===== src/rtl/dump_sequencer.sv =====
// One-channel dump sequencer: reads the channel's offset and gain from the EEPROM over SPI,
// then streams the circular capture RAM to the UART path, starting at the oldest sample.
module dump_sequencer #(
    parameter int ADDR_W = 9,
    parameter int DEPTH  = 384
) (
    input  logic              clk,
    input  logic              rst,
    input  logic              dump,
    input  logic [1:0]        dump_ch,
    input  logic [2:0]        ch1_AFEgain,
    input  logic [2:0]        ch2_AFEgain,
    input  logic [2:0]        ch3_AFEgain,
    input  logic [ADDR_W-1:0] trig_addr,
    output logic              wrt_SPI,
    output logic [2:0]        ss,
    output logic [15:0]       SPI_data,
    input  logic              SPI_done,
    input  logic [7:0]        EEP_data,
    output logic              flopOffset,
    output logic              flopGain,
    output logic              ram_re,
    output logic [ADDR_W-1:0] ram_addr,
    output logic [1:0]        ram_ch,
    input  logic [7:0]        RAM_rdata,
    output logic [7:0]        sample,
    output logic              send_resp,
    input  logic              resp_sent,
    output logic              busy,
    output logic              dump_done,
    output logic              dump_err
);

    // state   | meaning
    // IDLE    | waiting for a dump strobe
    // RD_OFF  | launch EEPROM read of the offset
    // WT_OFF  | wait for SPI_done, load offset register
    // RD_GAIN | launch EEPROM read of the gain
    // WT_GAIN | wait for SPI_done, load gain register
    // RAM_RD  | issue RAM read at the current pointer
    // RAM_LAT | capture RAM read data into sample
    // SEND    | strobe the UART transmitter
    // WT_UART | wait for resp_sent, advance or finish
    // DONE    | completion pulse
    typedef enum logic [3:0] {
        IDLE, RD_OFF, WT_OFF, RD_GAIN, WT_GAIN,
        RAM_RD, RAM_LAT, SEND, WT_UART, DONE
    } state_t;

    localparam int CNT_W = (DEPTH > 1) ? $clog2(DEPTH) : 1;
    localparam logic [ADDR_W-1:0] LAST_ADDR = ADDR_W'(DEPTH - 1);
    localparam logic [CNT_W-1:0]  LAST_CNT  = CNT_W'(DEPTH - 1);

    state_t            state, nxt;
    logic [1:0]        ch;
    logic [2:0]        g;
    logic [2:0]        gain_sel;
    logic [CNT_W-1:0]  cnt;
    logic [ADDR_W-1:0] ptr;
    logic [ADDR_W-1:0] ptr_inc;
    logic [ADDR_W-1:0] first_ptr;
    logic              last_byte;
    logic              accept;
    logic              wrt_q;
    logic              err_q;
    logic [2:0]        ss_q;
    logic [15:0]       spi_data_q;
    logic [7:0]        sample_q;

    // EEPROM read data is consumed by the correction registers on the load strobes.
    logic unused_eep;
    assign unused_eep = ^EEP_data;

    always_comb begin
        gain_sel = 3'b000;
        case (dump_ch)
            2'b00:   gain_sel = ch1_AFEgain;
            2'b01:   gain_sel = ch2_AFEgain;
            2'b10:   gain_sel = ch3_AFEgain;
            default: gain_sel = 3'b000;
        endcase
    end

    assign accept    = (state == IDLE) && dump && (dump_ch != 2'b11);
    assign first_ptr = (trig_addr == LAST_ADDR) ? '0 : trig_addr + ADDR_W'(1);
    assign ptr_inc   = (ptr == LAST_ADDR) ? '0 : ptr + ADDR_W'(1);
    assign last_byte = (cnt == LAST_CNT);

    always_comb begin
        nxt = state;
        case (state)
            IDLE:    if (accept) nxt = RD_OFF;
            RD_OFF:  nxt = WT_OFF;
            WT_OFF:  if (SPI_done) nxt = RD_GAIN;
            RD_GAIN: nxt = WT_GAIN;
            WT_GAIN: if (SPI_done) nxt = RAM_RD;
            RAM_RD:  nxt = RAM_LAT;
            RAM_LAT: nxt = SEND;
            SEND:    nxt = WT_UART;
            WT_UART: if (resp_sent) nxt = last_byte ? DONE : RAM_RD;
            DONE:    nxt = IDLE;
            default: nxt = IDLE;
        endcase
    end

    always_ff @(posedge clk) begin
        if (rst) begin
            state      <= IDLE;
            ch         <= '0;
            g          <= '0;
            cnt        <= '0;
            ptr        <= '0;
            wrt_q      <= 1'b0;
            err_q      <= 1'b0;
            ss_q       <= '0;
            spi_data_q <= '0;
            sample_q   <= '0;
        end else begin
            state <= nxt;
            wrt_q <= (state == RD_OFF) || (state == RD_GAIN);
            err_q <= (state == IDLE) && dump && (dump_ch == 2'b11);
            case (state)
                IDLE: begin
                    if (accept) begin
                        ch         <= dump_ch;
                        g          <= gain_sel;
                        ptr        <= first_ptr;
                        cnt        <= '0;
                        ss_q       <= 3'b100;
                        spi_data_q <= {2'b00, dump_ch, gain_sel, 1'b0, 8'h00};
                    end
                end
                WT_OFF: begin
                    if (SPI_done) spi_data_q <= {2'b00, ch, g, 1'b1, 8'h00};
                end
                WT_GAIN: begin
                    if (SPI_done) begin
                        ss_q       <= '0;
                        spi_data_q <= '0;
                    end
                end
                RAM_LAT: sample_q <= RAM_rdata;
                WT_UART: begin
                    if (resp_sent && !last_byte) begin
                        cnt <= cnt + CNT_W'(1);
                        ptr <= ptr_inc;
                    end
                end
                default: ;
            endcase
        end
    end

    // Load strobes are gated by rst so a coincident SPI_done cannot load a register.
    assign flopOffset = (state == WT_OFF) && SPI_done && !rst;
    assign flopGain   = (state == WT_GAIN) && SPI_done && !rst;
    assign wrt_SPI    = wrt_q;
    assign dump_err   = err_q;
    assign ss         = ss_q;
    assign SPI_data   = spi_data_q;
    assign ram_re     = (state == RAM_RD);
    assign ram_addr   = ptr;
    assign ram_ch     = ch;
    assign sample     = sample_q;
    assign send_resp  = (state == SEND);
    assign dump_done  = (state == DONE);
    assign busy       = (state != IDLE) && (state != DONE);

endmodule

===== config.mk =====
export PLATFORM = sky130hd
export DESIGN_NAME = dump_sequencer
export DESIGN_NICKNAME = d
export VERILOG_FILES = /design/src/rtl/dump_sequencer.sv
export SDC_FILE = /design/constraint.sdc
export NUM_CORES = 1
export LEC_CHECK = 0
export CAP_MARGIN = 20
export CELL_PAD_IN_SITES_DETAIL_PLACEMENT = 1
export CELL_PAD_IN_SITES_GLOBAL_PLACEMENT = 1
export CORE_ASPECT_RATIO = 1.4
export CORE_MARGIN = 8
export CORE_UTILIZATION = 25
export DETAILED_ROUTE_END_ITERATION = 16
export PLACE_DENSITY_LB_ADDON = 0.1
export SYNTH_ARGS = -nofsm -noshare
export SYNTH_HDL_FRONTEND = slang
export SYNTH_SLANG_ARGS = --single-unit

===== constraint.sdc =====
create_clock -name clk -period 2.2 [get_ports clk]
set_clock_uncertainty 0.1 [all_clocks]
set_input_delay 0.44 -clock clk [delete_from_list [all_inputs] [get_ports clk]]
set_output_delay 0.44 -clock clk [all_outputs]
set_load 0.03 [all_outputs]

==> results.json <==
{
  "cts_max_path_buffers": 2,
  "critPathKind": "reg -> out",
  "drt_iter0_drc": 91,
  "start_util": 0.256,
  "met1_length_um": 3500,
  "rows": 43,
  "power.switching_uw": 941,
  "wl_met2_um": 4650,
  "final_cell_count_no_fill": 550,
  "numPortBuffers": 66,
  "dpl_cell_area_um2": 3570,
  "synth_area_um2": 2540,
  "clock-sinks": 44,
  "vdd_ir_drop_max_mv": 0.445,
  "clock.fmax_ghz": 0.467,
  "syn_to_final_growth_pct": 49.3,
  "synth-xor-area-share": 0.0276,
  "max_cap_viol_count": 0,
  "min_period_over_period": 0.974,
  "clk_latency_ns": 0.29,
  "r2r_slack_ns": 0.13,
  "avgSynthCellArea_um2": 8.00,
  "drc_errors": 0,
  "worstHoldPathType": "reg -> reg",
  "yosys_warnings": 0,
  "met3_length_um": 412,
  "synth_async_sr_flop_share": 0,
  "total_power_uw": 2720,
  "cts-root-buf": "clkbuf_16",
  "path_clk_slew_ns": 0.06,
  "core_area_um2": 9900,
  "gp_congestion": 0.757,
  "min_from": "ss[2]",
  "worstPathMaxFanout": 8,
  "powerDensity_nw_per_um2": 717,
  "drive_gt1_frac": 0.169,
  "rr_worst_depth": 7,
  "yosysMostFrequentCell": "nor2_1",
  "timing.final.ws_setup_ns": 0.0565,
  "cts_made_buffers": 5,
  "cts_tree": "yes",
  "grt_max_degree": 32,
  "grt_pass1_vias": 2897,
  "rsz0062_at_grt": "yes",
  "antenna_found_initial": 0,
  "io_pins": 87,
  "pwr-share-seq": 0.346,
  "grt_pass1_wl_um": 14500,
  "r2r_end": "ram_addr[8]",
  "hpwl_um": 6750,
  "synth_top_family_by_area": "simple AND/OR/NAND/NOR gates",
  "p_leak_uw": 0.00141,
  "synthAdderAreaFrac": 0.0148,
  "switching_share": 0.346,
  "cp.arrival_ns": 1.60,
  "wl_um": 8690,
  "synth.area.top_cells": "dfxtp_1 35%, nor2_1 6.7%, mux2i_1 6.3%",
  "ys.flop_type": "dfxtp_1",
  "combPwrFrac": 0.386,
  "synthCells": 317,
  "yosysTopAreaCell": "dfxtp_1",
  "setup_viol": 0,
  "status": "finished, final reports clean",
  "synth_cell_types": 54,
  "fin_crit_ns": 2.14,
  "nets": 459,
  "grtUsageTotal": 0.133,
  "dp_slack_ns": -0.0670,
  "htreeDepth": 2,
  "vias_per_cell": 4.79,
  "stdcell_area_um2": 3790,
  "min_delay_path_depth": 2,
  "antenna_cells": 0,
  "worstPathRequired_ns": 1.66,
  "timing.rr.start": "state[0]",
  "yosysTopAreaCellShare": 0.347,
  "synth_commonest_cells": "45 x nor2_1, 44 x dfxtp_1, 22 x nand2_1, 19 x o21ai_0",
  "slew_viol_final": 0,
  "muxShareOfSynthArea": 0.0676,
  "post_drt_wl_per_cell_um": 15.8,
  "dp.cells": 536,
  "vias": 2632,
  "internal-power_uw": 1780,
  "synth-simple-area-share": 0.289,
  "critical_path.endpoint_type": "output pin",
  "synth-edff-count": 0,
  "fp.dieW_um": 101,
  "drtAntennaViolNets": 0,
  "overflow": 0,
  "cp-start-kind": "flop",
  "highest_layer": "met4",
  "synth_compound_area_frac": 0.177,
  "seq_area_frac_synth": 0.347,
  "cts_hold_repair.buffers": 0,
  "min_to": "ss[2]",
  "die_y_um": 135,
  "dieArea_um2": 13700,
  "synth_seq_cells": 44,
  "firstDrtPassIters": 4,
  "clock_power_share": 0.268,
  "hold_viol": 0
}
==> per-layer routing <==
layer  up-vias  global-route usage
met4         0              0.0416
li1       1307                   -
met5         -                   0
met2        53               0.250
met1      1263               0.140
met3         9              0.0340
==> area by class of cell <==
| cell class | instances | area [µm²] |
|---|---|---|
| Sequential cell | 44 | 888 |
| Clock buffer | 5 | 125 |
| Fill cell | 1202 | 6110 |
| Tap cell | 135 | 169 |
| Multi-Input combinational cell | 248 | 1540 |
| Inverter | 5 | 18.8 |
| Timing Repair Buffer | 111 | 1040 |
| Clock inverter | 2 | 12.5 |
==> stage by stage <==
stage | setup TNS (ns) | hold slack, ns | util
2_1_floorplan | 0 | 0.349 | -
3_3_place_gp | -0.0775 | 0.359 | 0.360
3_5_place_dp | -0.0708 | 0.368 | 0.360
4_1_cts | 0 | 0.379 | 0.376
5_1_grt | -0.0109 | 0.396 | 0.383
6_report | 0 | 0.372 | 0.383
==> power groups by stage <==
stage               registers, µW  clock network (µW)  logic [µW]
global placement              956                   0         999
CTS                           943                 762        1010
global route                  951                 791        1140
floorplan                    1070                   0         449
finish                        941                 728        1050
detailed placement            958                   0        1000
==> worst max path at each step <==
stage          slack, ns    startpoint  cells past startpoint          end
2_1_floorplan       0.04      state[0]                      3         busy
6_report            0.06      state[0]                      5     flopGain
4_1_cts            0.003      state[1]                      4         busy
3_3_place_gp       -0.08  trig_addr[0]                      7  ram_addr[8]
5_1_grt            -0.01      state[0]                      5     flopGain
3_5_place_dp       -0.07  trig_addr[3]                      6  ram_addr[8]
==> state kept, by name, summed over array words and instances, names as in the netlist <==
| signal | count |
|---|---|
| g | 3 |
| sample | 8 |
| state | 4 |
| dump_err | 1 |
| wrt_SPI | 1 |
| cnt | 9 |
| SPI_data | 6 |
| ss | 1 |
| ram_ch | 2 |
| ram_addr | 9 |
==> cell families (layout without fill, tap and decap cells) <==
family / count (synthesis) / in the layout
AND/OR/NAND/NOR: 139 / 139
other: 1 / 12
buffers and inverters: 36 / 123
flip-flops: 44 / 44
AO/OA/AOI/OAI: 69 / 69
multiplexers: 17 / 17
adder cells (fa/ha/maj): 3 / 3
XOR/XNOR: 8 / 8
==> layout by cell type, fill, tap and decap left out, types with 3 or more instances in the layout <==
cell / n
clkdlybuf4s50_1: 60
o21ai_0: 19
nand2b_1: 4
nand4_1: 4
nor2_1: 45
xnor2_1: 4
dfxtp_1: 42
nand3b_1: 3
a21oi_1: 18
a31oi_1: 3
nor3_1: 18
a22oi_1: 5
nand2_1: 22
buf_12: 4
mux2i_1: 16
conb_1: 12
o22a_1: 3
nor4_1: 4
a211oi_1: 7
ha_1: 3
clkbuf_16: 5
buf_4: 46
inv_1: 5
and2_1: 5
xor2_1: 4
nand3_1: 11
==> worst max-delay path: stages (launching register included) <==
cell      delay, ns
dfxtp_4        0.35
buf_12         0.14
nand2b_4       0.14
or3_4          0.34
nor3b_2        0.16
buf_4          0.18
==> what timing repair did <==
action                     CTS  global route
resized for setup            5             3
pin swaps                    0             3
setup endpoints to repair    2             3
setup buffers                0             7
(Power assumes the default switching activity.)
